`config.mk`:
```
export PLATFORM = sky130hd
export DESIGN_NAME = retrosoc_rst_ctrl
export DESIGN_NICKNAME = d
export VERILOG_FILES = /design/src/rtl/retrosoc_rst_ctrl.sv
export SDC_FILE = /design/constraint.sdc
export NUM_CORES = 1
export LEC_CHECK = 0
export CORE_MARGIN = 3
export CORE_UTILIZATION = 30
export CTS_BUF_LIST = sky130_fd_sc_hd__clkbuf_4
export DETAILED_ROUTE_END_ITERATION = 10
export HOLD_SLACK_MARGIN = 0.08
export PLACE_DENSITY = 0.44
export SLEW_MARGIN = 20
export SYNTH_ARGS = -nofsm -noshare
export SYNTH_HDL_FRONTEND = slang
export SYNTH_SLANG_ARGS = --single-unit
```
`constraint.sdc`:
```
create_clock -name clk_i -period 1.7 [get_ports clk_i]
set_clock_uncertainty 0.05 [all_clocks]
set_input_delay 0.425 -clock clk_i [delete_from_list [all_inputs] [get_ports clk_i]]
set_output_delay 0.425 -clock clk_i [all_outputs]
set_load 0.05 [all_outputs]
```
`src/rtl/retrosoc_rst_ctrl.sv`:
```
// Reset conditioner for the SoC reset pad: lock/button synchronizers, button debounce, and WAIT_LOCK/HOLD/RUN sequencer.
// Optional watchdog enabled by defining RETROSOC_RST_WDT_EN.
module retrosoc_rst_ctrl #(
  parameter int unsigned SYNC_STAGES     = 2,
  parameter int unsigned LOCK_STABLE_CNT = 64,
  parameter int unsigned HOLD_CNT        = 256,
  parameter int unsigned DBNC_CNT        = 1000,
  parameter int unsigned WDT_CNT         = 2**24
) (
  input  logic       clk_i,
  input  logic       rst_n_i,
  input  logic       pll_locked_i,
  input  logic       btn_rst_n_i,
  input  logic       sw_rst_req_i,
  input  logic       wdt_kick_i,
  output logic       sys_rst_n_o,
  output logic       rst_done_o,
  output logic [2:0] rst_cause_o,
  output logic [1:0] state_dbg_o
);

  localparam int LOCK_W = (LOCK_STABLE_CNT > 1) ? $clog2(LOCK_STABLE_CNT) : 1;
  localparam int HOLD_W = (HOLD_CNT > 1) ? $clog2(HOLD_CNT) : 1;
  localparam int DBNC_W = (DBNC_CNT > 1) ? $clog2(DBNC_CNT) : 1;

  localparam logic [LOCK_W-1:0] LOCK_LAST = LOCK_W'(LOCK_STABLE_CNT - 1);
  localparam logic [HOLD_W-1:0] HOLD_LAST = HOLD_W'(HOLD_CNT - 1);
  localparam logic [DBNC_W-1:0] DBNC_LAST = DBNC_W'(DBNC_CNT - 1);

  localparam logic [2:0] CAUSE_POR  = 3'd0;
  localparam logic [2:0] CAUSE_LOCK = 3'd1;
  localparam logic [2:0] CAUSE_BTN  = 3'd2;
  localparam logic [2:0] CAUSE_SW   = 3'd3;

  typedef enum logic [1:0] {
    ST_WAIT_LOCK = 2'd0,
    ST_HOLD      = 2'd1,
    ST_RUN       = 2'd2
  } state_e;

  state_e                  state_q;
  logic [SYNC_STAGES-1:0]  lock_sync_q;
  logic [SYNC_STAGES-1:0]  btn_sync_q;
  logic                    lock_s;
  logic                    btn_s;
  logic [DBNC_W-1:0]       dbnc_cnt_q;
  logic                    dbnc_q;
  logic                    press_q;
  logic [LOCK_W-1:0]       lock_cnt_q;
  logic [HOLD_W-1:0]       hold_cnt_q;
  logic                    sys_rst_n_q;
  logic                    rst_done_q;
  logic [2:0]              cause_q;
  logic                    wdt_expired;

  // Button flops reset to 1 so a POR never looks like a press.
  always_ff @(posedge clk_i or negedge rst_n_i) begin
    if (!rst_n_i) begin
      lock_sync_q <= '0;
      btn_sync_q  <= '1;
    end else begin
      lock_sync_q <= {lock_sync_q[SYNC_STAGES-2:0], pll_locked_i};
      btn_sync_q  <= {btn_sync_q[SYNC_STAGES-2:0], btn_rst_n_i};
    end
  end

  assign lock_s = lock_sync_q[SYNC_STAGES-1];
  assign btn_s  = btn_sync_q[SYNC_STAGES-1];

  // press_q pulses for one cycle right after the debounced level falls.
  always_ff @(posedge clk_i or negedge rst_n_i) begin
    if (!rst_n_i) begin
      dbnc_cnt_q <= '0;
      dbnc_q     <= 1'b1;
      press_q    <= 1'b0;
    end else begin
      press_q <= 1'b0;
      if (btn_s != dbnc_q) begin
        if (dbnc_cnt_q == DBNC_LAST) begin
          dbnc_q     <= btn_s;
          dbnc_cnt_q <= '0;
          press_q    <= dbnc_q;
        end else begin
          dbnc_cnt_q <= dbnc_cnt_q + DBNC_W'(1);
        end
      end else begin
        dbnc_cnt_q <= '0;
      end
    end
  end

`ifdef RETROSOC_RST_WDT_EN
  localparam logic [24:0] WDT_LAST = 25'(WDT_CNT - 1);

  logic [24:0] wdt_cnt_q;

  assign wdt_expired = (wdt_cnt_q == WDT_LAST);

  always_ff @(posedge clk_i or negedge rst_n_i) begin
    if (!rst_n_i) begin
      wdt_cnt_q <= '0;
    end else if ((state_q != ST_RUN) || wdt_kick_i || wdt_expired) begin
      wdt_cnt_q <= '0;
    end else begin
      wdt_cnt_q <= wdt_cnt_q + 25'd1;
    end
  end
`else
  logic unused_wdt;

  assign wdt_expired = 1'b0;
  assign unused_wdt  = wdt_kick_i & (WDT_CNT != 0);
`endif

  always_ff @(posedge clk_i or negedge rst_n_i) begin
    if (!rst_n_i) begin
      state_q     <= ST_WAIT_LOCK;
      lock_cnt_q  <= '0;
      hold_cnt_q  <= '0;
      sys_rst_n_q <= 1'b0;
      rst_done_q  <= 1'b0;
      cause_q     <= CAUSE_POR;
    end else begin
      case (state_q)
        ST_WAIT_LOCK: begin
          sys_rst_n_q <= 1'b0;
          rst_done_q  <= 1'b0;
          if (!lock_s) begin
            lock_cnt_q <= '0;
          end else if (lock_cnt_q == LOCK_LAST) begin
            lock_cnt_q <= '0;
            hold_cnt_q <= '0;
            state_q    <= ST_HOLD;
          end else begin
            lock_cnt_q <= lock_cnt_q + LOCK_W'(1);
          end
        end

        ST_HOLD: begin
          if (!lock_s) begin
            lock_cnt_q <= '0;
            hold_cnt_q <= '0;
            state_q    <= ST_WAIT_LOCK;
          end else if (!dbnc_q) begin
            hold_cnt_q <= '0;
          end else if (hold_cnt_q == HOLD_LAST) begin
            hold_cnt_q  <= '0;
            sys_rst_n_q <= 1'b1;
            rst_done_q  <= 1'b1;
            state_q     <= ST_RUN;
          end else begin
            hold_cnt_q <= hold_cnt_q + HOLD_W'(1);
          end
        end

        ST_RUN: begin
          // Exit priority: lock loss, button, software, watchdog.
          if (!lock_s) begin
            lock_cnt_q  <= '0;
            sys_rst_n_q <= 1'b0;
            rst_done_q  <= 1'b0;
            cause_q     <= CAUSE_LOCK;
            state_q     <= ST_WAIT_LOCK;
          end else if (press_q) begin
            hold_cnt_q  <= '0;
            sys_rst_n_q <= 1'b0;
            rst_done_q  <= 1'b0;
            cause_q     <= CAUSE_BTN;
            state_q     <= ST_HOLD;
          end else if (sw_rst_req_i) begin
            hold_cnt_q  <= '0;
            sys_rst_n_q <= 1'b0;
            rst_done_q  <= 1'b0;
            cause_q     <= CAUSE_SW;
            state_q     <= ST_HOLD;
          end else if (wdt_expired) begin
            hold_cnt_q  <= '0;
            sys_rst_n_q <= 1'b0;
            rst_done_q  <= 1'b0;
            cause_q     <= 3'd4;
            state_q     <= ST_HOLD;
          end
        end

        default: begin
          lock_cnt_q  <= '0;
          hold_cnt_q  <= '0;
          sys_rst_n_q <= 1'b0;
          rst_done_q  <= 1'b0;
          state_q     <= ST_WAIT_LOCK;
        end
      endcase
    end
  end

  assign sys_rst_n_o = sys_rst_n_q;
  assign rst_done_o  = rst_done_q;
  assign rst_cause_o = cause_q;
  assign state_dbg_o = state_q;

endmodule

```
======== Word level (Yosys, flattened, before mapping) ========
Cells that the tools add are included.
operators by class
  add/sub/neg operators ................... 3
  shift-type cells ........................ 0
  div/mod/pow operators ................... 0
  multiplexer cells ....................... 36
  bitwise operators ....................... 0
  reductions and logical operators ........ 7
  eq/ne operators ......................... 18
  multipliers ............................. 0
  $lt $le $gt $ge ......................... 0
operators with widths
  cell                     count
  $mux W8                  8
  $pmux W8 S3              1
  $mux W10                 2
  $mux W6                  3
  $mux W2                  8
  $ne A2 B2 Y1 const B     7
  $pmux W6 S2              1
  $add A10 B1 Y10 const B  1
  $eq A10 B10 Y1 const B   1
  $mux W3                  3
  $ne A3 B3 Y1 const B     3
  $add A8 B1 Y8 const B    1
  $eq A8 B8 Y1 const B     1
  $mux W1                  8
  $reduce_and A4 Y1        2
  $add A6 B1 Y6 const B    1
  $eq A6 B6 Y1 const B     1
  $pmux W2 S3              1
  $reduce_and A5 Y1        1
  $ne A4 B4 Y1 const B     1
  $reduce_and A2 Y1        2
  $ne A3 B2 Y1 const B     1
  $eq A2 B1 Y1 const B     1
  $eq A2 B2 Y1 const B     1
  other kinds (4)          4
word-level totals
  memories ................................ 0
  bits in writable memories ............... 0
  memory bits (read-only) ................. 0
  logic and storage cells ................. 74
  bits in latches ......................... 0
  bits in registers ....................... 36

======== Depth between registers and ports, before layout ========
  depth after elaboration ................. 5
  mapped depth ............................ 7
  gate-level depth less buffers ........... 6

======== Least setup slack after synthesis ========
No wires, ideal clock.
  kind .................................... flip-flop to flip-flop
  start ................................... register state_q[0], in the netlist state_dbg_o[0]
  end ..................................... register hold_cnt_q[3]
  data arrival time ....................... 2.009 ns
  path slack .............................. -0.481 ns
  path buffers ............................ 1
  library setup time ...................... 0.122 ns
  stages on the path, launching flop included .. 8
  cells stage by stage .................... dfrtp_1 -> inv_1 -> ha_1 -> nor3b_4 -> o22a_2 -> buf_6 -> a211o_1 -> a32o_1
on the way
  cells in the longest elaborated chain, start to end .. 3
  elaborated cells on any way between the ends .. 9
ends and longest elaborated chain
  item                                                           RTL line  RTL
  start, declared                                                41        state_e state_q;
  start signal, assigned                                         117       state_q <= ST_WAIT_LOCK;
  start signal, assigned                                         133       state_q <= ST_HOLD;
  start signal, assigned                                         143       state_q <= ST_WAIT_LOCK;
  $eq A2 B2 Y1 or $logic_not A2 Y1 (tied branches)               124       case (state_q)
  $ne A3 B3 Y1 (no source line) or $ne A2 B2 Y1 (tied branches)  n/a
  $reduce_and A4 Y1 (no source line)                             n/a
  end signal, assigned                                           152       hold_cnt_q <= hold_cnt_q + HOLD_W'(1);
  end, declared                                                  50        logic [HOLD_W-1:0] hold_cnt_q;
Parallel ways exist; a longest one is shown, timed or not.
A chain may end at the register's enable or synchronous reset.

======== Worst setup path after layout ========
  start ................................... register state_q[1], in the netlist state_dbg_o[1]
  end ..................................... register hold_cnt_q[7]
Same word-level chain as after synthesis.

==> results by stage <==
Synthesis:
- The fraction of synthesis flops using an asynchronous set or reset pin is 100.0%.
- The per-instance average area after synthesis is roughly 10 um2.
- After synthesis, the most frequently instantiated cells are sky130_fd_sc_hd__dfrtp_1, sky130_fd_sc_hd__nor2_1, sky130_fd_sc_hd__nand2_1.
- The share of Yosys cell area claimed by the top area cell type is a little over two fifths.
- The distinct cell type count after synthesis is between 50 and 60.
- The post-synthesis instance area is about 1800 um2.
- Yosys attributes the largest share of cell area to sky130_fd_sc_hd__dfrtp_1, sky130_fd_sc_hd__ha_1, sky130_fd_sc_hd__dfstp_2.
- Counting flops and latches in the post-synthesis netlist gives 35.
- The commonest register cell after synthesis is sky130_fd_sc_hd__dfrtp_1.
- The cell count after synthesis came out at between 150 and 200.
- Summing the sequential cell areas from Yosys gives approximately 48% of the chip area.
- The leading area contributor after synthesis is sky130_fd_sc_hd__dfrtp_1.
- Yosys mapped a number of flops with a built-in enable equal to 0.
- Yosys instantiated no cell more often than sky130_fd_sc_hd__dfrtp_1.
- Synthesis produced a netlist with a net count of a little under 200.
- The Yosys step of the flow raised 0 warnings.

CTS:
- The clock tree from TritonCTS is done.
- The cell sitting at the root of the clock tree is a sky130_fd_sc_hd__clkbuf_4.
- The clock-pin slew of the registers on the worst-case setup and hold paths is about 110 ps.
- The H-tree was split into 2 levels.
- Counting along the longest clock path gives a buffer depth of 2.
- The clock buffer count from CTS is 5.
- The clock reaches the later pin of the worst-skew pair after between 300 and 400 ps.
- The cts-stage hold buffer count is 0.
- The number of sinks driven by the clock tree is 35.

Die:
- The die covers between 7000 and 8000 um2.
- The initial core utilization is 32.17%.
- The core area is around 5700 um2.
- The initialized floorplan defines 27 standard-cell rows.
- The die is approximately 84 um wide.
- Measured along the y axis, the die boundary spans between 80 and 90 um.
- 13 I/O pins were placed.

Global routing:
- Global routing used between 10% and 20% of the available tracks.
- Entering global routing, the biggest net connects 36 pins.
- The initial antenna violation count was 0.
- The total congestion overflow after global routing is 0.
- The via count of the first global-routing pass was 1495.
- The first global-routing pass estimated ~7 mm of wire.

STA:
- The final worst-path setup slack is -35.22 ps.
- The hold violation count in the final report is 0.
- Setup repair after global routing could not meet its margin everywhere.
- The final count of pins violating max slew is 0.
- The number of endpoints failing setup at the final stage is 5.
- Counting I/O delays and the setup requirement, the final critical path takes 1735 ps.
- Final hold analysis gives a worst-case slack of between 300 and 400 ps.
- The achievable frequency is 576.3 MHz.
- The final critical-path share of the clock period is 102.1%.

Drt:
- The routed length on met1 is roughly 1.9 mm.
- The number of search-and-repair iterations in the first detailed-routing pass is 4.
- The detailed route wirelength on metal2 is around 1.9 mm.
- In this run, the number of DRC markers left after iteration 0 of detailed routing was 33.
- The total met3 wirelength after detailed routing is about 130 um.
- Dividing the detail-routed wire length by the instance count gives 13.20 um.
- The number of vias per cell is between 4 and 5.
- In the routed design, unresolved DRC markers number 0.
- The total number of vias is between 1000 and 1500.
- The antenna violation net count after detailed routing is 0.
- The routed wire length is between 3 and 4 mm.
- The highest layer used for signal routing is met4.

Cells and area:
- Cells with a size suffix above 1 make up 37.55% of the layout.
- Compared with the post-synthesis result, the final layout area differs by 36.31%.
- Once layout is done, the placed cells without fillers occupy about 2500 um2.
- Counting the fill cells in the layout gives 563.
- The number of inserted diodes is 0.
- After the last flow step, the layout net total stands at between 200 and 250.

Worst hold path:
- The path class of the tightest hold or removal check is reg2reg.
- The hold path startpoint is lock_sync_q[0].

Run status:
- The run finished, with violations left.
- The checks that failed: setup timing.

Worst setup path:
- The startpoint of the worst setup timing path is state_dbg_o[1].
- The kind of end point of the critical path is a flip-flop.
- Walking the worst path, the cells encountered are ha_4 -> nor3b_4 -> o22a_4 -> or4b_1 -> mux2i_1.
- The data arrival time of the critical path is ~2000 ps.
- The worst setup path is of the reg2reg kind.
- Data on the critical path is required at its endpoint by roughly 1900 ps.
- The maximum fanout along the worst path is 5.
- The number of buffers and inverters on the critical path is 0.
- Among all stages on the critical path, the largest delay is contributed by sky130_fd_sc_hd__dfrtp_2.
- The startpoint type of the worst setup path is a flip-flop.
- The critical register-to-register path startpoint is state_dbg_o[1].
- Broken down by cell family, the worst path's largest delay share belongs to simple AND/OR/NAND/NOR gates.
- On the worst path, the slowest cell contributes a delay of approximately 460 ps.

Place:
- The number of buffers inserted by port buffering is 10.
- Before CTS, the worst setup slack after placement is -357.6 ps.
- The half-perimeter wire length after placement is approximately 2.8 mm.
- The final weighted congestion in routability-driven placement is 0.8207.
- The cell area reported after detailed placement is 2318 um2.

Job:
- The number of maximum-capacitance constraint violations is 0.

Pwr:
- The power density of the placed cells is 571.6 nW/um2.
- The worst vdd rail ir drop is ~0.35 mV.
- The total design power is approximately 1.4 mW.
- The leakage power is between 1 and 1.5 nW.
worst paths after layout:
| check | to | slack [ps] | cells past startpoint |
|---|---|---|---|
| max | hold_cnt_q[7] | -40 | 5 |
| min | lock_sync_q[1] | 310 | 0 |
| max reg2reg | hold_cnt_q[7] | -40 | 5 |
| min reg2reg | lock_sync_q[1] | 310 | 0 |
| max in group asynchronous | btn_sync_q[0] | 940 | 2 |
| min in group asynchronous | rst_done_o | 400 | 2 |
where the power goes:
group	switching (mW)	internal [mW]	total, mW
logic	0.0591	0.0549	0.114
registers	0.0131	0.850	0.863
clock network	0.282	0.171	0.454
sequential cells by signal, summed over array words and instances (netlist names):
name,cells
dbnc_cnt_q,10
hold_cnt_q,8
lock_cnt_q,6
btn_sync_q,2
lock_sync_q,2
rst_cause_o,2
state_dbg_o,2
dbnc_q,1
press_q,1
rst_done_o,1
placed cells by master, fill, tap and decap left out, drive strengths merged, types with 2 or more instances in the layout:
cell type,n
buf,44
nand2,13
and4,2
ha,7
nor2,21
nand3,8
clkinv,2
or3b,2
o21ai,10
dfrtp,32
inv,7
a21oi,8
o31ai,2
clkbuf,6
nor3b,2
and3,3
mux2,2
o22a,2
a211oi,3
a31oi,3
dfstp,3
xor2,3
clkdlybuf4s50,4
a22o,2
xnor2,8
nor3,4
mux2i,2
nand4,4
per-layer routing:
layer	global-route usage (%)	up-vias
met3	3.533	8
met4	6.140	0
met5	0	-
met1	15.05	716
met2	19.73	19
li1	-	739
per-stage QoR:
stage | std cells | setup TNS, ps | utilization (%)
after floorplan | 180 | -1272 | -
after global placement | 284 | -2649 | 40.61
after detailed placement | 284 | -2837 | 40.61
after CTS | 300 | -120.9 | 43.04
after global routing | 301 | -691.0 | 43.85
final | 301 | -126.7 | 43.85
final cells by class:
cell class                      count  area, um2  share of cell area [%]
Multi-Input combinational cell    131      979.7                   39.13
Sequential cell                    35      882.1                   35.23
Timing Repair Buffer               48      469.2                   18.74
Tap cell                           72      90.09                   3.598
Clock buffer                        6      45.04                   1.799
Inverter                            7      28.78                   1.149
Clock inverter                      2      8.758                  0.3498
what timing repair did:
action	CTS	global route
endpoints found under the hold margin	0	0
gates cloned	1	0
pin swaps	3	3
gates resized for setup	6	10
setup endpoints to repair	10	19
buffers inserted	7	1
cells by family (layout without fill, tap and decap cells):
kind of cell / count (synthesis) / in the layout / synth area share (%)
XOR/XNOR: 11 / 11 / 5.246
other: 1 / 1 / 0.2042
AO/OA/AOI/OAI: 38 / 39 / 13.69
AND/OR/NAND/NOR: 69 / 69 / 20.78
multiplexers: 4 / 4 / 2.520
buffers and inverters: 15 / 63 / 4.904
flip-flops: 35 / 35 / 47.89
adder cells (fa/ha/maj): 7 / 7 / 4.768
worst register-to-register path, stage by stage (launching register included):
cell                      delay (ps)
sky130_fd_sc_hd__dfrtp_2         460
sky130_fd_sc_hd__ha_4            190
sky130_fd_sc_hd__nor3b_4         170
sky130_fd_sc_hd__o22a_4          220
sky130_fd_sc_hd__or4b_1          460
sky130_fd_sc_hd__mux2i_1         130
(Power assumes the default switching activity.)
